File: config.mk
export PLATFORM = sky130hd
export DESIGN_NAME = regfile_wb_arbiter
export DESIGN_NICKNAME = d
export VERILOG_FILES = /design/src/rtl/regfile_wb_arbiter.sv
export SDC_FILE = /design/constraint.sdc
export NUM_CORES = 1
export LEC_CHECK = 0
export CAP_MARGIN = 20
export CELL_PAD_IN_SITES_DETAIL_PLACEMENT = 1
export CELL_PAD_IN_SITES_GLOBAL_PLACEMENT = 2
export CORE_MARGIN = 3
export CORE_UTILIZATION = 33
export CTS_BUF_LIST = sky130_fd_sc_hd__clkbuf_16
export DETAILED_ROUTE_END_ITERATION = 10
export PLACE_DENSITY = 0.84
export SYNTH_ARGS = -nofsm -noshare
export SYNTH_HDL_FRONTEND = slang
export SYNTH_SLANG_ARGS = --single-unit
export TNS_END_PERCENT = 20
File: constraint.sdc
create_clock -name clk -period 2.3 [get_ports clk]
set_clock_uncertainty 0.1 [all_clocks]
set_input_delay 0.69 -clock clk [delete_from_list [all_inputs] [get_ports clk]]
set_output_delay 0.69 -clock clk [all_outputs]
set_load 0.02 [all_outputs]
File: src/rtl/regfile_wb_arbiter.sv
// Arbitrates the single register-file write port between an ALU (A) and a load (B)
// writeback requester, each with a one-entry holding buffer and a registered write stage.
module regfile_wb_arbiter #(
  parameter int unsigned RR_EN = 1,
  parameter int unsigned CNT_W = 16
) (
  input  logic             clk,
  input  logic             rst,
  input  logic             a_valid,
  output logic             a_ready,
  input  logic [4:0]       a_reg,
  input  logic [31:0]      a_data,
  input  logic             b_valid,
  output logic             b_ready,
  input  logic [4:0]       b_reg,
  input  logic [31:0]      b_data,
  output logic             Reg_Write,
  output logic [4:0]       Write_Register,
  output logic [31:0]      Write_Data,
  input  logic [4:0]       query_reg,
  output logic             query_hit,
  output logic [CNT_W-1:0] conflict_cnt
);

  typedef enum logic {SIDE_A, SIDE_B} side_t;

  localparam bit RR = (RR_EN != 0);

  side_t       last_grant;
  logic        a_full, b_full;
  logic [4:0]  a_reg_q, b_reg_q;
  logic [31:0] a_data_q, b_data_q;
  logic        grant_a, grant_b, both_full;
  logic        a_acc, b_acc;

  // Grant depends only on buffer occupancy and the pointer, never on incoming valids.
  always_comb begin
    both_full = a_full & b_full;
    grant_a   = 1'b0;
    grant_b   = 1'b0;
    if (a_full && (!b_full || !RR || last_grant == SIDE_B))
      grant_a = 1'b1;
    else if (b_full)
      grant_b = 1'b1;
  end

  assign a_ready = !a_full | grant_a;
  assign b_ready = !b_full | grant_b;
  assign a_acc   = a_valid & a_ready;
  assign b_acc   = b_valid & b_ready;

  always_ff @(posedge clk or negedge rst) begin
    if (!rst) begin
      a_full   <= 1'b0;
      a_reg_q  <= '0;
      a_data_q <= '0;
    end else if (a_acc) begin
      a_full   <= 1'b1;
      a_reg_q  <= a_reg;
      a_data_q <= a_data;
    end else if (grant_a) begin
      a_full   <= 1'b0;
    end
  end

  always_ff @(posedge clk or negedge rst) begin
    if (!rst) begin
      b_full   <= 1'b0;
      b_reg_q  <= '0;
      b_data_q <= '0;
    end else if (b_acc) begin
      b_full   <= 1'b1;
      b_reg_q  <= b_reg;
      b_data_q <= b_data;
    end else if (grant_b) begin
      b_full   <= 1'b0;
    end
  end

  // r0 writes still consume the grant and update address/data; only the enable is suppressed.
  always_ff @(posedge clk or negedge rst) begin
    if (!rst) begin
      Reg_Write      <= 1'b0;
      Write_Register <= '0;
      Write_Data     <= '0;
      last_grant     <= SIDE_B;
    end else if (grant_a) begin
      Reg_Write      <= (a_reg_q != '0);
      Write_Register <= a_reg_q;
      Write_Data     <= a_data_q;
      last_grant     <= SIDE_A;
    end else if (grant_b) begin
      Reg_Write      <= (b_reg_q != '0);
      Write_Register <= b_reg_q;
      Write_Data     <= b_data_q;
      last_grant     <= SIDE_B;
    end else begin
      Reg_Write      <= 1'b0;
    end
  end

  always_ff @(posedge clk or negedge rst) begin
    if (!rst)
      conflict_cnt <= '0;
    else if (both_full && conflict_cnt != '1)
      conflict_cnt <= conflict_cnt + CNT_W'(1);
  end

  assign query_hit = (query_reg != '0) &&
                     ((a_full && a_reg_q == query_reg) ||
                      (b_full && b_reg_q == query_reg) ||
                      (Reg_Write && Write_Register == query_reg));

endmodule
==> results.json <==
{
  "outcome": "finished with violations",
  "violations_in_the_final_reports": "setup timing",
  "clock_transition_at_the_registers_of_the_reported_paths_ns": 0.06,
  "worstSetupStartpointType": "input port",
  "data_required_critical_path_ns": 1.51,
  "number_of_antenna_violations_at_the_first_check_in_global_routing": 1,
  "synth.cell_area_um2": 5660,
  "cts_tree": "built",
  "cts.sinks": 131,
  "path_max_fanout": 3,
  "io-pin-count": 140,
  "synth_area_per_cell_um2": 13.2,
  "die-width_um": 137,
  "detailedRoute.firstPassIterationCount": 4,
  "grt_setup_unrepaired": "true",
  "route.detailed.wl_per_inst_um": 18.1,
  "hpwl_um": 10400,
  "fillCellCount": 1710,
  "yosys.cell_types.count": 40,
  "floorplan.initialDensity_pct": 33.9,
  "clock_latency_ns": 0.43,
  "pwr_density_cell_nw_per_um2": 1240,
  "grt_remaining_overflow": 0,
  "setup_ws_ns": -0.229,
  "drcViolationCount": 0,
  "drive_above_1_share_pct": 21.7,
  "critPathLaunch": "query_reg[0]",
  "maxSlewViolCount": 0,
  "ctsRootBufferMaster": "clkbuf_16",
  "detailroute.via_count": 4041,
  "syn_nets": 513,
  "ys.warnings.count": 0,
  "ir_worst_vdd_mv": 0.615,
  "area.growth.synth_to_final_pct": 44.5,
  "max-slew-margin-rel_pct": 63.8,
  "max_clock_buf_depth": 2,
  "critPathKind": "in2out",
  "drt.antenna.violating_nets": 0,
  "holdCritPathClass": "in2async",
  "leak_pwr_nw": 3.65,
  "first_global_vias": 4533,
  "timing_worst_slew_pin_value_ns": 0.538,
  "via_to_cell_ratio": 4.85,
  "global_route.usage.total_pct": 16.8,
  "crit_path_end_kind": "output port",
  "dieHeight_um": 137,
  "sum_of_negative_setup_slack_ns": -0.229,
  "grt_start_max_net_pins": 49,
  "ys_ff_latch": 131,
  "final_hold_violating_endpoints": 0,
  "floorplan.die_area_um2": 18700,
  "port_buffers": 139,
  "maxCapViolations": 0,
  "std_cell_core_area_um2": 16700,
  "netlist_instances": 429,
  "grt_first_pass_wirelength_um": 24000,
  "finish.utilization_pct": 48.9,
  "r2r_start": "conflict_cnt[1]",
  "post-route-period-util_pct": 110,
  "wl_um": 15000,
  "place_congestion": 0.857,
  "drt-initial-drc-count": 104,
  "finalSetupViolCount": 1,
  "cts_made_buffers": 17,
  "part_of_the_yosys_area_used_for_sequential_elements_pct": 58.0,
  "htree_levels": 4,
  "num_rows": 47,
  "achievable-frequency_mhz": 395,
  "layout.nets": 683,
  "finalWorstPathRequiredPeriod_ns": 2.53,
  "arrival_ns": 1.74,
  "pre_cts_ws_ns": -1.21
}
power breakdown:
group | leakage [nW] | total [W] | internal [W] | switching [W]
Clock | 0.336 | 0.00316 | 0.00213 | 0.00102
Combinational | 1.78 | 0.00333 | 0.00167 | 0.00166
Sequential | 1.53 | 0.00360 | 0.00307 | 0.000532
Total | 3.65 | 0.0101 | 0.00687 | 0.00322
per-layer routing:
metal	track usage (%)	vias to the layer above	share of wire [%]
met5	0	-	0
met4	6.10	0	1.8
li1	-	1856	-
met2	28.7	102	51
met3	5.26	21	4.9
met1	20.0	2062	42
placed cells by master, fill, tap and decap left out, drive strengths merged, types with 2 or more instances in the layout:
| cell type | Yosys | routed |
|---|---|---|
| or4 | 3 | 3 |
| mux2i | 37 | 37 |
| dlymetal6s2s | 0 | 5 |
| and4 | 3 | 3 |
| xnor2 | 6 | 6 |
| mux2 | 76 | 76 |
| nor3 | 3 | 3 |
| nand2b | 2 | 2 |
| clkbuf | 3 | 17 |
| nand2 | 5 | 5 |
| xor2 | 21 | 21 |
| bufinv | 0 | 7 |
| nand4 | 4 | 4 |
| dlygate4sd2 | 0 | 12 |
| o21ai | 5 | 5 |
| inv | 1 | 3 |
| nor2 | 43 | 43 |
| clkdlybuf4s50 | 0 | 113 |
| dfrtp | 130 | 130 |
| nand3 | 10 | 10 |
| buf | 17 | 41 |
| a21oi | 40 | 40 |
| clkinv | 0 | 5 |
| nor3b | 2 | 2 |
| and3 | 4 | 4 |
| nor4 | 6 | 6 |
critical path: stages:
cell	delay (ns)
buf_2	0.13
xor2_1	0.17
nor4_2	0.28
a32oi_1	0.15
a21oi_2	0.18
buf_6	0.14
worst paths after layout:
| check | to | slack, ns | cells after the start |
|---|---|---|---|
| worst max-delay path | query_hit | -0.23 | 6 |
| worst min-delay path | b_data_q[28] | 0.02 | 1 |
| worst max register to register | conflict_cnt[1] | 0.27 | 5 |
| worst min register to register | a_data_q[22] | 0.39 | 1 |
| max in group asynchronous | conflict_cnt[12] | 1.51 | 2 |
| min in group clk | a_data_q[22] | 0.39 | 1 |
Yosys cell counts, drive strengths merged:
cell type	count	area (um2)
and3	4	25.0
nor2	43	169
o211ai	1	7.51
nor3b	2	15.0
mux2i	37	370
xnor2	6	52.6
mux2	76	860
xor2	21	184
clkbuf	3	11.3
o21ai	5	25.0
o21a	1	7.51
a21oi	40	200
nand2b	2	12.5
nor3	3	15.0
ha	1	12.5
a32oi	1	8.76
or4	3	22.5
dfrtp	130	3250
dfstp	1	26.3
nand4	4	31.3
buf	17	129
nor4b	1	15.0
inv	1	3.75
and4b	1	10.0
nand3	10	50.1
nor4	6	58.8
and4	3	26.3
or2	1	8.76
nand2	5	45.1
per-stage QoR:
stage / hold slack, ns / total power (W) / cell area [um2] / cells
finish: 0.0238 / 0.0101 / 8170 / 833
global route: 0.0207 / 0.0107 / 8170 / 833
CTS: 0.0187 / 0.0102 / 8160 / 832
global placement: 0.376 / 0.00689 / 7480 / 799
floorplan: 0.294 / 0.00534 / 5660 / 429
detailed placement: 0.382 / 0.00703 / 7480 / 799
state kept, by name, indices dropped and copies added (netlist names):
name / count
Write_Data: 32
a_data_q: 32
b_data_q: 32
conflict_cnt: 16
Write_Register: 5
a_reg_q: 5
b_reg_q: 5
Reg_Write: 1
a_full: 1
b_full: 1
last_grant: 1
area by class of cell:
class,count,area (um2),share of cell area (%)
sequential,131,3280,40.2
multi-input combinational,277,2270,27.7
timing repair buffer,171,1650,20.2
clock buffer,17,425,5.21
tap,220,275,3.37
clock inverter,15,262,3.20
inverter,1,3.75,0.0459
antenna,1,2.50,0.0306
repair_timing:
item	4_1_cts	5_1_grt
pin swaps	5	2
setup endpoints to repair	15	7
gates resized for setup	50	7
buffers inserted	1	0
hold buffers	0	0
kinds of logic after synthesis:
group	share of synthesized area [%]
and+or+nand+nor	8.92
muxes	21.7
adders and majority gates	0.221
DFF	58.0
xor gates and xnor gates	4.18
buffers and inverters	2.54
AOI/OAI and AO/OA	4.40
Note: power is estimated with default switching activity, not from simulation.
